--- config.mk ---
export PLATFORM = sky130hd
export DESIGN_NAME = wall_follower_fsm
export DESIGN_NICKNAME = d
export VERILOG_FILES = /design/src/rtl/wall_follower_fsm.sv
export SDC_FILE = /design/constraint.sdc
export NUM_CORES = 1
export LEC_CHECK = 0
export ABC_CLOCK_PERIOD_IN_PS = 2000
export CAP_MARGIN = 20
export CORE_MARGIN = 3
export CORE_UTILIZATION = 49
export CTS_BUF_LIST = sky130_fd_sc_hd__clkbuf_16
export DETAILED_ROUTE_END_ITERATION = 10
export GPL_TIMING_DRIVEN = 0
export PLACE_DENSITY_LB_ADDON = 0.15
export RECOVER_POWER = 25
export SYNTH_ARGS = -nofsm -noshare
export SYNTH_HDL_FRONTEND = slang
export SYNTH_SLANG_ARGS = --single-unit
--- constraint.sdc ---
create_clock -name clk -period 2 [get_ports clk]
set_input_delay 0.4 -clock clk [delete_from_list [all_inputs] [get_ports clk]]
set_output_delay 0.4 -clock clk [all_outputs]
set_load 0.005 [all_outputs]
--- src/rtl/wall_follower_fsm.sv ---
// Wall-following robot Moore controller: debounced head/left sensors, timed reroute turn, rotation watchdog, turn counter.
// Optional state-change trace for simulation is compiled in when WALL_FOLLOW_TRACE_EN is defined.
module wall_follower_fsm #(
    parameter int DEBOUNCE     = 2,
    parameter int ROT_MAX      = 8,
    parameter int RESET_CYCLES = 3,
    parameter int CNT_W        = 4,
    parameter int TURN_W       = 8
) (
    input  logic              clk,
    input  logic              rst_n,
    input  logic              enable,
    input  logic              head,
    input  logic              left,
    output logic              front,
    output logic              rotate,
    output logic              dir,
    output logic              stuck,
    output logic [2:0]        state,
    output logic [TURN_W-1:0] turns
);
    typedef enum logic [2:0] {
        S_IDLE    = 3'b000,
        S_SEARCH  = 3'b001,
        S_FOLLOW  = 3'b010,
        S_ROTATE  = 3'b011,
        S_REROUTE = 3'b100,
        S_STUCK   = 3'b101
    } state_t;

    localparam logic [CNT_W-1:0] DB_LAST  = CNT_W'(DEBOUNCE - 1);
    localparam logic [CNT_W-1:0] ROT_LAST = CNT_W'(ROT_MAX - 1);
    localparam logic [CNT_W-1:0] RR_LAST  = CNT_W'(RESET_CYCLES - 1);

    state_t              r_state;
    state_t              w_nxt;
    logic                r_hf, r_lf;
    logic [CNT_W-1:0]    r_hcnt, r_lcnt, r_rot_cnt, r_rr_cnt;
    logic                r_front, r_rotate, r_dir, r_stuck;
    logic [TURN_W-1:0]   r_turns;

    always_comb begin
        w_nxt = S_IDLE;
        if (enable) begin
            case (r_state)
                S_IDLE:    w_nxt = S_SEARCH;
                S_SEARCH:  w_nxt = r_hf ? S_ROTATE : (r_lf ? S_FOLLOW : S_SEARCH);
                S_FOLLOW:  w_nxt = !r_lf ? S_REROUTE : (r_hf ? S_ROTATE : S_FOLLOW);
                S_ROTATE: begin
                    if (!r_hf && r_lf)              w_nxt = S_FOLLOW;
                    else if (r_rot_cnt == ROT_LAST) w_nxt = S_STUCK;
                    else                            w_nxt = S_ROTATE;
                end
                // A wall ahead wins over the reroute timeout.
                S_REROUTE: begin
                    if (r_hf)                      w_nxt = S_ROTATE;
                    else if (r_rr_cnt == RR_LAST)  w_nxt = r_lf ? S_FOLLOW : S_SEARCH;
                    else                           w_nxt = S_REROUTE;
                end
                S_STUCK:   w_nxt = r_hf ? S_STUCK : S_SEARCH;
                default:   w_nxt = S_IDLE;
            endcase
        end
    end

    always_ff @(posedge clk) begin
        if (!rst_n) begin
            r_state   <= S_IDLE;
            r_hf      <= 1'b0;
            r_lf      <= 1'b0;
            r_hcnt    <= '0;
            r_lcnt    <= '0;
            r_rot_cnt <= '0;
            r_rr_cnt  <= '0;
            r_front   <= 1'b0;
            r_rotate  <= 1'b0;
            r_dir     <= 1'b0;
            r_stuck   <= 1'b0;
            r_turns   <= '0;
        end else begin
            if (head == r_hf) begin
                r_hcnt <= '0;
            end else if (r_hcnt == DB_LAST) begin
                r_hf   <= head;
                r_hcnt <= '0;
            end else begin
                r_hcnt <= r_hcnt + 1'b1;
            end

            if (left == r_lf) begin
                r_lcnt <= '0;
            end else if (r_lcnt == DB_LAST) begin
                r_lf   <= left;
                r_lcnt <= '0;
            end else begin
                r_lcnt <= r_lcnt + 1'b1;
            end

            r_state   <= w_nxt;
            r_rot_cnt <= (r_state == S_ROTATE && w_nxt == S_ROTATE) ? r_rot_cnt + 1'b1 : '0;
            r_rr_cnt  <= (r_state == S_REROUTE && w_nxt == S_REROUTE) ? r_rr_cnt + 1'b1 : '0;
            if (w_nxt == S_ROTATE && r_state != S_ROTATE)
                r_turns <= r_turns + 1'b1;

            // Outputs are decoded from the next state so they stay aligned with r_state.
            r_front  <= (w_nxt == S_SEARCH) || (w_nxt == S_FOLLOW);
            r_rotate <= (w_nxt == S_ROTATE) || (w_nxt == S_REROUTE);
            r_dir    <= (w_nxt == S_REROUTE);
            r_stuck  <= (w_nxt == S_STUCK);
        end
    end

    assign front  = r_front;
    assign rotate = r_rotate;
    assign dir    = r_dir;
    assign stuck  = r_stuck;
    assign state  = r_state;
    assign turns  = r_turns;

`ifdef WALL_FOLLOW_TRACE_EN
    state_t w_trace_nxt;
    assign w_trace_nxt = rst_n ? w_nxt : S_IDLE;
    always @(posedge clk) begin
        if (w_trace_nxt != r_state)
            $display("%0t wall_follower_fsm: %s -> %s", $time, r_state.name(), w_trace_nxt.name());
    end
`else
    // Trace disabled: no simulation-only logic in this build.
`endif
endmodule

Word-level counts from Yosys, hierarchy flattened
Index checks and enable logic that the tools add are counted.

$add $sub $neg: 5. Equality and inequality tests: 17. Multiplexer cells: 11. Bitwise logic cells: 3. Reduce and logical (&&, ||, !) cells: 14.

Operators with widths (count): $mux W3 (8); $pmux W3 S6 (1); $add A4 B1 Y4 const B (4); $eq A3 B2 Y1 const B (4); $eq A3 B3 Y1 const B (4); $add A8 B1 Y8 const B (1); $eq A4 B1 Y1 const B (2); $reduce_and A2 Y1 (4); $eq A3 B1 Y1 const B (2); $reduce_or A3 Y1 (2); $eq A4 B2 Y1 const B (1); $eq A4 B3 Y1 const B (1); $logic_and A1 B1 Y1 (4); $logic_not A3 Y1 (1); $ne A3 B2 Y1 const B (1); $not A1 Y1 (3); $eq A1 B1 Y1 (2); $logic_or A1 B1 Y1 (2); $mux W2 (1); $logic_not A1 Y1 (1); $mux W1 (1).

Flip-flop bits (word level): 33. Logic and storage cells: 62.

Longest topological paths before layout
Gate-level depths: netlist (run 1).

Depth after elaboration: 8. Depth in mapped cells: 8.

Worst setup path after synthesis (run 1)
Ideal clock, no wire load.

Path kind: reg2reg. Start: reg r_rr_cnt[0]. End: reg r_turns[7], in the netlist turns[7]. Library setup time: 0.070 ns. Arrival time: 1.998 ns. Data required time: 1.930 ns. Slack: -0.068 ns. Stages on the path, launching flop included: 9. Path buffers: 1. Period minus slack after synthesis: 2.068 ns. Cell sequence: dfxtp_1 > inv_1 > ha_1 > or3b_4 > a211oi_2 > o31ai_1 > buf_2 > or4_1 > a21boi_1.

Cells in the longest elaborated chain, start to end: 7.

Ends and longest elaborated chain: start, declared (RTL line 38) `logic [CNT_W-1:0] r_hcnt, r_lcnt, r_rot_cnt, r_rr_cnt;`; start signal, assigned (RTL line 101) `r_rr_cnt <= (r_state == S_REROUTE && w_nxt == S_REROUTE) ? r_rr_cnt + 1'b1 : '0;`; $eq A4 B2 Y1 (RTL line 57) `else if (r_rr_cnt == RR_LAST) w_nxt = r_lf ? S_FOLLOW : S_SEARCH;`; $mux W3 (RTL line 57); $mux W3 (RTL line 56) `if (r_hf) w_nxt = S_ROTATE;`; $pmux W3 S6 (RTL line 45) `case (r_state)`; $mux W3 (RTL line 44) `if (enable) begin`; $eq A3 B2 Y1 (RTL line 102) `if (w_nxt == S_ROTATE && r_state != S_ROTATE)`; $logic_and A1 B1 Y1 (RTL line 102); end signal, assigned (RTL line 103) `r_turns <= r_turns + 1'b1;`; end, declared (RTL line 40) `logic [TURN_W-1:0] r_turns;`.

Every way passes these cells. A chain may end at the register's enable or synchronous reset.

Worst setup path after layout (run 1)
Start: reg r_rr_cnt[0]. End: reg r_rot_cnt[0].

Cells in the longest elaborated chain, start to end: 8.

Ends and longest elaborated chain: $eq A4 B2 Y1 (RTL line 57); $mux W3 (RTL line 57); $mux W3 (RTL line 56); $pmux W3 S6 (RTL line 45); $mux W3 (RTL line 44); $eq A3 B2 Y1 (RTL line 100) `r_rot_cnt <= (r_state == S_ROTATE && w_nxt == S_ROTATE) ? r_rot_cnt + 1'b1 : '0;`; $logic_and A1 B1 Y1 (RTL line 100); $reduce_and A2 Y1 (no source line); end signal, assigned (RTL line 100); end, declared (RTL line 38).

Every way passes these cells.

==> metrics.cfg, run 1 <==
[run_status]
status = complete, but fails checks
violations = negative setup slack

[cells_and_area]
fin_util_pct = 73.2
drive_above_1_share_pct = 27.3
areaGrowthSynthToFinish_pct = 41.8
nNetsFinal = 228
layout_commonest_cell = dfxtp_1
postLayoutCellArea_um2 = 2250
mostFrequentLayoutCells = dfxtp_1 (28), nor2_1 (18), nand2_1 (17)
num_antenna_cells = 0

[setup_path]
ff2ff_path_depth = 8
critPathArrivalTime_ns = 2.36
path_buf_inv = 2
slowest_stage = or4_4
critPathLaunchType = flip-flop
reg2reg_slack_ns = -0.14
cp_data_required_time_ns = 2.21
regToRegStartpoint = r_rr_cnt[0]$_SDFF_PN0_
cp_max_fo = 5
critPathMaxStageDelay_ns = 0.59
r2r_end = r_rot_cnt[0]$_SDFF_PN0_
end_kind = flip-flop
worst_path_dominant_cell_family = simple AND/OR/NAND/NOR gates
critical_path.cell_chain = inv_2, ha_4, or3b_4, a211oi_4, buf_4, a211oi_4, or4_4, nor2_1
setup.worst_path.class = reg2reg
cpMostUsedCell = a211oi_4

[sta]
slew_headroom_pct = 65.9
post-route-min-period_ns = 2.14
finalSetupViolCount = 11
skew_ns = 0.00224
rsz0062_at_grt = yes
fin_crit_sh_pct = 107
hold-worst-slack_ns = 0.435
slew_violations = 0
max_freq_mhz = 467
setup_ws_ns = -0.144
hold_viol = 0
worst_pin_slew_ns = 0.510

[clock_network]
clk_pin_slew_ns = 0.05
cts.path.max_buffers = 2
cts.sinks = 33
clk_latency_ns = 0.28
cts_tree = built
cts-root-buf = clkbuf_16
cts_made_buffers = 5
cts_max_level = 2

[yosys]
yosysWarnings = 0
syn_avg_cell_area_um2 = 9.03
synth_area_leaders = dfxtp_1 (42%), ha_1 (6.3%), nor2_1 (5.0%)
ys_seq_area_share_pct = 41.6
netlist_area_um2 = 1590
synth_edf_count = 0
synth_top_area_share_pct = 41.6
ys_async_sr_fraction_pct = 0
synth_fp_nets = 189
yosysTopAreaCell = dfxtp_1
synthCells = 176
synth_ff_type = dfxtp_1
ys_seq_elements = 33
ys_types = 37

[pwr]
p_per_area_nw_per_um2 = 686
ir_drop_uv = 477
report.power.total_uw = 1550
p_leak_uw = 0.000851

[grt]
grt_max_degree = 12
overflow = 0
grt_first_pass_wirelength_mm = 5.71
grt_pass1_vias = 1282
antenna_found_initial = 0
groute.usage.overall_pct = 18.6

[detailed_routing]
drt_wl_total_mm = 3.65
first_pass_iters = 4
drtIter0Drc = 96
viasPerCell = 5.32
ant_nets = 0
vias = 1383
route.detailed.drc = 0
route.detailed.wl_per_inst_um = 14.0

[floorplanning]
die_area_um2 = 3960
num_io_pins = 20
row_count = 20
die_x_um = 62.9
die_y_um = 62.9
fp.coreArea_um2 = 3080
initial_core_util_pct = 51.6

[worst_hold_path]
worstHoldPathCells = 1
hold_start = r_rot_cnt[0]$_SDFF_PN0_
hold_path.class = reg2reg
min_to = r_rot_cnt[0]$_SDFF_PN0_

[placement]
portBuffers = 19
pre_cts_slack_ns = -0.317
place_area_um2 = 1840
gp_congestion = 0.791
dp_hpwl_mm = 2.36

[run]
cap_violations = 0

stage by stage:
stage | TNS [ns] | instances
4_1_cts | -1.02 | 251
5_1_grt | -2.03 | 260
3_3_place_gp | -2.38 | 239
6_report | -0.969 | 260
2_1_floorplan | 0 | 176
3_5_place_dp | -2.45 | 239
report_power, final:
part / switching, uW / internal (uW)
Combinational: 75.2 / 64.1
Clock: 267 / 455
Sequential: 15.2 / 670
Total: 357 / 1190
cell usage after synthesis, types with 2 or more instances:
master / instances
nand2_1: 18
a21boi_1: 4
xnor2_1: 6
buf_2: 4
o31ai_1: 4
ha_1: 8
dfxtp_1: 33
or3b_1: 2
clkbuf_1: 3
xor2_1: 7
a211oi_2: 2
nand3_1: 11
inv_1: 6
mux2i_1: 5
nor3_1: 7
or4_1: 3
nor3b_1: 3
a21oi_1: 2
nor2_1: 21
nand2b_1: 8
a21boi_0: 3
worst reg2reg max path: cells and delay by family (launching register included):
family                     cells  cell delay [ns]
buffers and inverters          2             0.23
AOI/OAI and AO/OA              2             0.30
DFF                            1             0.32
adders and majority gates      1             0.11
and+or+nand+nor                3             1.12
final cells by class:
class | count | area (um2)
multi-input cells | 128 | 996
plain buffers | 7 | 53.8
clock buffers | 5 | 125
flip-flops and latches | 33 | 669
fillers | 227 | 825
clock inverters | 3 | 17.5
well taps | 44 | 55.1
repair buffers | 34 | 314
inverters | 6 | 22.5
logic make-up (layout without fill, tap and decap cells):
| family | count (synthesis) | in the layout | synth area share (%) |
|---|---|---|---|
| mux | 5 | 5 | 3.15 |
| simple gates | 82 | 82 | 26.5 |
| fa+ha+maj | 8 | 8 | 6.30 |
| buf+inv | 15 | 55 | 4.41 |
| xor+xnor | 13 | 13 | 7.17 |
| compound gates | 20 | 20 | 10.9 |
| flops | 33 | 33 | 41.6 |
how the worst max path moves through the flow:
stage / endpoint / cells after the start / from / slack, ns
after floorplan: turns[7]$_SDFFE_PN0P_ / 8 / r_rr_cnt[0]$_SDFF_PN0_ / 0.003
after global placement: turns[7]$_SDFFE_PN0P_ / 6 / enable / -0.30
after detailed placement: turns[7]$_SDFFE_PN0P_ / 6 / enable / -0.32
after CTS: turns[7]$_SDFFE_PN0P_ / 8 / r_rr_cnt[0]$_SDFF_PN0_ / -0.14
after global routing: turns[6]$_SDFFE_PN0P_ / 9 / r_rr_cnt[0]$_SDFF_PN0_ / -0.21
final: r_rot_cnt[0]$_SDFF_PN0_ / 8 / r_rr_cnt[0]$_SDFF_PN0_ / -0.14
per-layer routing:
metal	wire [um]	share of wire, %	vias to the layer above	GRT usage (%)
met5	0	0	-	0
met4	103	2.8	0	9.09
met3	150	4.1	10	5.94
met2	1890	52	34	31.5
met1	1510	41	663	21.0
li1	-	-	676	-
timing repair:
action,in CTS,in global routing
gates resized for setup,12,32
setup endpoints to repair,18,20
pin swaps,10,15
hold buffers,0,0
gates cloned,0,0
setup buffers,4,11
sequential cells by signal, summed over array words and instances, names as in the netlist, 3 cells and up:
name,count
state,3
r_rr_cnt,4
r_hcnt,4
r_lcnt,4
r_rot_cnt,4
turns,8
Note: power is estimated with default switching activity, not from simulation.
==> inputs of run 2 (changes only) <==
--- a/config.mk
+++ b/config.mk
@@ -5,6 +5,7 @@
 export SDC_FILE = /design/constraint.sdc
 export NUM_CORES = 1
 export LEC_CHECK = 0
+export ABC_AREA = 1
 export ABC_CLOCK_PERIOD_IN_PS = 2000
 export CAP_MARGIN = 20
 export CORE_MARGIN = 3
==> metrics.cfg, run 2 <==
[run_status]
status = finished clean

[yosys]
syn_avg_cell_area_um2 = 7.48
synth_ff_type = dfxtp_1
netlist_area_um2 = 1570
ys_seq_elements = 33
synthCells = 210
yosysWarnings = 0
ys_seq_area_share_pct = 42.1
ys_async_sr_fraction_pct = 0
synth_fp_nets = 223
yosysTopAreaCell = dfxtp_1
synth_top_area_share_pct = 42.1
synth_common_cells = nor2_1 (41), nand2_1 (37), dfxtp_1 (33), inv_1 (27), nand3_1 (18)
synth_most_common_cell = nor2_1
ys_types = 28
synth_edf_count = 0
synth_area_leaders = dfxtp_1 (42%), nor2_1 (9.8%), nand2_1 (8.8%)

[detailed_routing]
route.detailed.drc = 0
route.detailed.wl_per_inst_um = 11.1
ant_nets = 0
drt_wl_total_mm = 3.10
vias = 1370
drtIter0Drc = 60
first_pass_iters = 4
viasPerCell = 4.91

[setup_path]
worstSetupStartpoint = state[0]$_SDFF_PN0_
setup.worst_path.class = reg2reg
end_kind = flip-flop
regToRegStartpoint = state[0]$_SDFF_PN0_
cp_max_fo = 7
critPathMaxStageDelay_ns = 0.46
slowest_stage = dfxtp_1
critPathLaunchType = flip-flop
critical_path.cell_chain = nand3_2, inv_2, a21oi_2, nand2_1, nand2_1, nor2_2, nand3_2, nor2_1
cp_data_required_time_ns = 2.21
critPathArrivalTime_ns = 1.93

[cells_and_area]
mostFrequentLayoutCells = nor2_1 (41), nand2_1 (37), dfxtp_1 (33)
drive_above_1_share_pct = 9.28
nNetsFinal = 249
num_antenna_cells = 0
layout_commonest_cell = nor2_1
largest_reg_flops = 8
areaGrowthSynthToFinish_pct = 27.6

[clock_network]
cts.sinks = 33
cts_max_level = 2
ctsResizeCount = 0
cts_tree = built
clk_latency_ns = 0.28
cts_made_buffers = 5
cts_hold_buf = 0
cts_setup_buffers = 0
cts-root-buf = clkbuf_16
cts.path.max_buffers = 2
clk_pin_slew_ns = 0.05

[floorplanning]
num_io_pins = 20
die_x_um = 62.6
fp.coreArea_um2 = 2900
initial_core_util_pct = 54.1
die_y_um = 62.6
row_count = 19
die_area_um2 = 3920

[grt]
grt_first_pass_wirelength_mm = 5.59
grt_max_degree = 12
groute.usage.overall_pct = 18.0
grt_pass1_vias = 1290
overflow = 0
antenna_found_initial = 0

[sta]
fin_crit_sh_pct = 85.8
post-route-min-period_ns = 1.72
worst_pin_slew_ns = 0.426
rsz0062_at_grt = no
hold_viol = 0
setup_ws_ns = 0.284
max_freq_mhz = 583
slew_violations = 0
slew_headroom_pct = 71.6
setup-tns-final_ns = 0
skew_ns = 0.00354
finalSetupViolCount = 0

[pwr]
p_per_area_nw_per_um2 = 899
report.power.total_uw = 1800
p_leak_uw = 0.000850
ir_drop_uv = 639

[placement]
pre_cts_slack_ns = 0.208
dp_hpwl_mm = 2.32
gp_congestion = 0.839
portBuffers = 19

[run]
cap_violations = 0

[worst_hold_path]
hold_path.class = reg2reg
hold_start = r_rot_cnt[0]$_SDFF_PN0_

==> run 2: cell count changes after synthesis, moves of 4 or more <==
cell | previous run | this run
nand4_1 | 1 | 8
mux2i_1 | 5 | 0
nand2b_1 | 8 | 0
nand3_1 | 11 | 18
a21boi_1 | 4 | 0
buf_2 | 4 | 0
inv_1 | 6 | 27
nor3_1 | 7 | 2
nor2_1 | 21 | 41
nand2_1 | 18 | 37
o31ai_1 | 4 | 0
==> run 2: power breakdown <==
| group | switching, uW | total (uW) | internal [uW] |
|---|---|---|---|
| Clock | 271 | 982 | 710 |
| Combinational | 72.3 | 121 | 48.5 |
| Sequential | 19.6 | 698 | 678 |
| Total | 363 | 1800 | 1440 |
==> run 2: routing by layer <==
metal	part of all wire (%)	global-route usage (%)	vias up	routed length, um
met5	0	0	-	0
met4	2.6	7.99	0	82
met3	4.0	6.29	9	125
met2	50	30.9	28	1550
met1	43	19.8	614	1340
li1	-	-	719	-
==> run 2: worst paths after layout <==
check | to | slack (ns) | cells after the start
min | r_rot_cnt[0]$_SDFF_PN0_ | 0.45 | 1
max | r_rot_cnt[1]$_SDFF_PN0_ | 0.28 | 8
min reg2reg | r_rot_cnt[0]$_SDFF_PN0_ | 0.45 | 1
max reg2reg | r_rot_cnt[1]$_SDFF_PN0_ | 0.28 | 8
==> run 2: logic make-up (layout without fill, tap and decap cells) <==
family,after synthesis,after routing,share of synthesized area [%]
buffers and inverters,33,60,8.61
AOI/OAI and AO/OA,11,11,4.78
DFF,33,33,42.1
and+or+nand+nor,115,115,32.6
xor gates and xnor gates,10,10,5.58
adders and majority gates,8,8,6.37
==> run 2: worst max-delay path: cells and delay by family (launching register included) <==
family | cells | cell delay [ns]
AND/OR/NAND/NOR | 6 | 0.90
flip-flops | 1 | 0.46
buffers and inverters | 1 | 0.20
AO/OA/AOI/OAI | 1 | 0.10
==> run 2: area by class of cell <==
type | count | area [um2]
Timing Repair Buffer | 19 | 190
Inverter | 30 | 113
Buffer | 3 | 22.5
Tap cell | 42 | 52.6
Fill cell | 257 | 897
Multi-Input combinational cell | 144 | 774
Sequential cell | 33 | 661
Clock buffer | 5 | 125
Clock inverter | 3 | 65.1
==> run 2: stage by stage <==
step	area (um2)	util, %	cells	hold WS [ns]
after floorplan	1570	-	210	0.418
after global placement	1810	62.5	271	0.427
after detailed placement	1810	62.5	271	0.443
after CTS	2000	69.1	279	0.451
after global routing	2000	69.1	279	0.472
final	2000	69.1	279	0.446
==> inputs of run 3 (changes only) <==
--- a/config.mk
+++ b/config.mk
@@ -13,6 +13,7 @@
 export CTS_BUF_LIST = sky130_fd_sc_hd__clkbuf_16
 export DETAILED_ROUTE_END_ITERATION = 10
 export GPL_TIMING_DRIVEN = 0
+export HOLD_SLACK_MARGIN = 0.03
 export PLACE_DENSITY_LB_ADDON = 0.15
 export RECOVER_POWER = 25
 export SYNTH_ARGS = -nofsm -noshare
==> results of run 3 <==
Final layout, timing and power as in run 2 (identical DEF).
==> RTL change 1: new RTL, config.mk and constraints of run 2 <==
`CNT_W`: 4 -> 6.
--- a/src/rtl/wall_follower_fsm.sv
+++ b/src/rtl/wall_follower_fsm.sv
@@ -5,5 +5,5 @@
     parameter int ROT_MAX      = 8,
     parameter int RESET_CYCLES = 3,
-    parameter int CNT_W        = 4,
+    parameter int CNT_W        = 6,
     parameter int TURN_W       = 8
 ) (
Check against the original RTL: same outputs for any inputs over 10 cycles, from zero or initial values and one cycle with rst_n low; that may be too few to reach the edited logic, so the function may still have changed.
==> RTL change 1 against run 2 <==
Sequential cell count grew 8; count of clock-buffer cells in the layout is the same; power increased by 3.5%; non-clock buffer count shrank 2; synthesized area grew 24%; die area grew 21%; critical path type unchanged; global-route usage decreased by 0.89 points; setup slack got worse by 9.5 ps; first-iteration DRC count grew 45%; cell area grew 17%; core utilization fell by 6.5 points; routed wire length increased by 9.0%; clock power down 11%.
==> RTL change 1: results (changes against run 2) <==
[status]
status=complete, no violations  ; unchanged

[placed_design]
gp_congestion=0.782  ; was 0.839
portBuffers=18  ; was 19
dp.cells=319  ; was 271
hpwl_um=2560  ; was 2320 µm
placed_area_mm2=0.00218  ; was 0.00181 mm²

[power_and_ir_drop]
vdd_ir_drop_max_v=0.000453  ; was 0.000639 V
p_leak_nw=0.917  ; was 0.850 nW

[routing]
detail_route.vias_per_cell=4.85  ; was 4.91
drt_pass1_iterations=4  ; unchanged
drt-initial-drc-count=87  ; was 60
drt-total-wl_um=3380  ; was 3100 µm

[synth]
yosysSeqAreaShare_pct=42.3  ; was 42.1%
synth-main-ff-cell=dfxtp_1  ; unchanged
post_synth_num_cell_types=27  ; was 28
syn-num-nets=266  ; was 223
synth_edf_count=0  ; unchanged
yosys-top-cells-count=nor2_1 (52), dfxtp_1 (41), inv_1 (35)  ; was nor2_1 (41), nand2_1 (37), dfxtp_1 (33)
yosysWarnings=0  ; unchanged
async_flop_share_pct=0  ; unchanged
netlist_instances=253  ; was 210
netlist_top_cells_area=dfxtp_1 (42%), nor2_1 (10%), inv_1 (6.8%)  ; was dfxtp_1 (42%), nor2_1 (9.8%), nand2_1 (8.8%)

[cells_and_area]
largest_reg_flops=8  ; unchanged
antenna_cells=0  ; unchanged
stdcell_count=327  ; was 279
drive_gt1_share_pct=8.96  ; was 9.28%
finalNetCount=291  ; was 249

[clock_network]
clock_path_buffers=2  ; unchanged
ctsResizeCount=0  ; unchanged
clkTransAtPathRegs_ps=60
postCtsSetupBuffers=0  ; unchanged
cts_buffers=5  ; unchanged
clk_root_buffer_cell=clkbuf_16  ; unchanged
htreeDepth=2  ; unchanged

[grt]
antenna_found_initial=0  ; unchanged
grt_pass1_vias=1431  ; was 1290
grt_max_degree=13  ; was 12
grt_pass1_wl_um=6090  ; was 5590 µm
grt.total_usage_pct=17.1  ; was 18.0%
overflow=0  ; unchanged

[sta]
skew_ps=4.63  ; was 3.54 ps
tightest_slew_ps=440  ; was 426 ps

[worst_setup_path]
slowest_stage=dfxtp_1  ; unchanged
slowest_delay_ps=350  ; was 460 ps
crit_fanout=8  ; was 7
critical_path_arrival_ps=1900  ; was 1930 ps

[min_path]
min_path_type=flip-flop to flip-flop  ; unchanged

-- RTL change 1: cell types whose count changed after synthesis, moves of 3 or more --
cell            run 2  this run
a21oi_1             2         7
dfxtp_1            33        41
nor3b_1             1         4
o21ai_0             2         6
nor2_1             41        52
o21ai_1             3         0
inv_1              27        35
nand2_1            37        30
nor3_1              2         7
nor2_2              1         4
-- RTL change 1: cells by family after synthesis --
logic type	Yosys count	synth area share, %
buffers and inverters	39	7.60
AO/OA/AOI/OAI	16	4.64
adder cells (fa/ha/maj)	8	5.15
flip-flops	41	42.3
AND/OR/NAND/NOR	138	35.4
XOR/XNOR	11	4.96
-- RTL change 1: metrics by stage --
step	hold WS, ps	setup WS (ps)	utilization [%]
6_report	454	275	62.6
5_1_grt	467	87.1	62.6
4_1_cts	458	266	62.6
3_5_place_dp	449	199	58.3
3_3_place_gp	435	209	58.3
2_1_floorplan	418	515	-
-- RTL change 1: area by class of cell --
class / count / area (µm²)
clock inverter: 3 / 37.5
clock buffer: 5 / 125
sequential: 41 / 821
fill: 352 / 1400
inverter: 37 / 139
buffer: 2 / 8.76
timing repair buffer: 18 / 180
tap: 48 / 60.1
multi-input combinational: 173 / 971
-- RTL change 1: worst max-delay path: cells and delay by family (launching register included) --
| family | cells | cell delay, ps |
|---|---|---|
| fa+ha+maj | 1 | 220 |
| compound gates | 1 | 170 |
| flops | 1 | 350 |
| simple gates | 8 | 870 |
-- RTL change 1: report_power, final --
group	switching, mW	internal (mW)
Sequential	0.0219	0.837
Clock	0.298	0.579
Combinational	0.0785	0.0481
-- RTL change 1: final timing paths --
kind	slack (ps)	start	end	cells past startpoint
hold reg to reg	450	r_rot_cnt[0]	r_rot_cnt[0]	1
setup / recovery	270	r_rot_cnt[0]	turns[3]	10
hold / removal	450	r_rot_cnt[0]	r_rot_cnt[0]	1
setup reg to reg	270	r_rot_cnt[0]	turns[3]	10
-- RTL change 1: routing by layer --
layer  track usage, %  vias to the layer above  routed length, µm
met2             25.6                       35               1500
met5                0                        -                  0
met3             4.05                        4                151
met1             22.8                      681               1680
li1                 -                      867                  -
met4             8.52                        0                 45
==> RTL change 2: new RTL, flow settings as in run 2 <==
Made on the original files. Put one more register stage on the output `state`, without a reset. The value now appears one clock later. The other outputs are not delayed to match.
--- a/src/rtl/wall_follower_fsm.sv
+++ b/src/rtl/wall_follower_fsm.sv
@@ -115,5 +115,7 @@
     assign dir    = r_dir;
     assign stuck  = r_stuck;
-    assign state  = r_state;
+    always_ff @(posedge clk) begin
+        state <= r_state;
+    end
     assign turns  = r_turns;
 
Check against the original RTL: not equivalent (a bounded check fails within 4 cycles, from zero or initial values and one cycle with rst_n low).
==> RTL change 2 against run 2 <==
Core utilization shrank 2.5 points; power shrank 1.1%; setup slack gained 58 ps; sequential share of layout area grew 0.82 points; cell area grew 6.4%; critical path depth grew 1; sequential cell count grew 3; synthesized area grew 10%; routed wire length shrank 0.13%; hold slack is essentially flat; critical path type unchanged; largest cell class unchanged; largest power group unchanged; highest routed layer unchanged.
==> RTL change 2: results (changes against run 2) <==
[synth]
yosys-top-cells-count=dfxtp_1 (36), nand2_1 (36), nor2_1 (34)  ; was nor2_1 (41), nand2_1 (37), dfxtp_1 (33)
yosysSeqAreaShare_pct=41.7  ; was 42.1%
synth-compound-area-share_pct=2.89  ; was 4.78%
netlist_top_cells_area=dfxtp_1 (42%), nand2_1 (7.8%), nor2_1 (7.4%)  ; was dfxtp_1 (42%), nor2_1 (9.8%), nand2_1 (8.8%)
synth_adder_area_share_pct=5.79  ; was 6.37%
yosys.area_share.xor_xnor_pct=5.57  ; was 5.58%
netlist_instances=218  ; was 210
post_synth_num_cell_types=26  ; was 28

[grt]
grt_pass1_wl_um=5520  ; was 5590 µm
grt_pass1_vias=1322  ; was 1290
use_met1_pct=20.0  ; was 19.8%
grt.total_usage_pct=16.7  ; was 18.0%

[placed_design]
gp_congestion=0.864  ; was 0.839
hpwl_um=2280  ; was 2320 µm
placed_area_mm2=0.00196  ; was 0.00181 mm²
dp.cells=280  ; was 271

[power_and_ir_drop]
p_int_mw=1.38  ; was 1.44 mW
p_leak_nw=0.903  ; was 0.850 nW

[status]
status=complete, no violations  ; unchanged

[cells_and_area]
finalNetCount=256  ; was 249
drive_gt1_share_pct=12.7  ; was 9.28%

[routing]
dr_wl_met3_um=133  ; was 125 µm
dr_wl_met2_um=1440  ; was 1550 µm
detail_route.vias_per_cell=4.91  ; about the same
vias=1413  ; was 1370
met1_length_um=1450  ; was 1340 µm
drt-initial-drc-count=70  ; was 60

[sta]
tightest_slew_ps=484  ; was 426 ps

[worst_setup_path]
rrSetupSlack_ps=340  ; was 280 ps

RTL change 2: cell count changes after synthesis, moves of 2 or more:
cell,before,now
nor2_1,41,34
inv_1,27,32
nand2_4,0,5
nand4_1,8,12
nor2_2,1,5
dfxtp_1,33,36
o21ai_1,3,0
inv_2,3,1
nand3_1,18,16
nand3_2,2,0
nor2_4,0,2
RTL change 2: final timing paths:
kind	depth (start not counted)	start	end
max	9	r_rot_cnt[0]	r_rr_cnt[1]
min	0	r_state[0]	state[0]
max reg2reg	9	r_rot_cnt[0]	r_rr_cnt[1]
min reg2reg	0	r_state[0]	state[0]
RTL change 2: power by group through the flow:
| stage | clock, mW | sequential, mW | combinational [mW] |
|---|---|---|---|
| floorplan | 0 | 0.772 | 0.103 |
| global placement | 0 | 0.774 | 0.142 |
| detailed placement | 0 | 0.775 | 0.143 |
| CTS | 0.897 | 0.759 | 0.145 |
| global route | 0.925 | 0.763 | 0.164 |
| finish | 0.877 | 0.759 | 0.144 |
RTL change 2: per-stage QoR:
| stage | worst slack, ps | hold slack [ps] |
|---|---|---|
| floorplan | 518 | 407 |
| global placement | 157 | 432 |
| detailed placement | 126 | 438 |
| CTS | 325 | 448 |
| global route | 124 | 458 |
| finish | 342 | 446 |
RTL change 2: cell type report:
class / instances / area, µm² / area share, %
buffer: 3 / 22.5 / 1.06
clock buffer: 5 / 125 / 5.87
clock inverter: 3 / 42.5 / 2.00
inverter: 33 / 124 / 5.81
multi-input combinational: 146 / 862 / 40.4
sequential: 36 / 721 / 33.8
tap: 44 / 55.1 / 2.58
timing repair buffer: 18 / 180 / 8.45
RTL change 2: worst max-delay path, cell delays in order (launching register included):
cell and delay (ps):
dfxtp_1 360, ha_1 190, nand2_1 60, nor2_1 120, nand2_1 80, a21oi_2 260
nand2_4 120, nand2_4 110, nand4_2 150, nor2_1 120
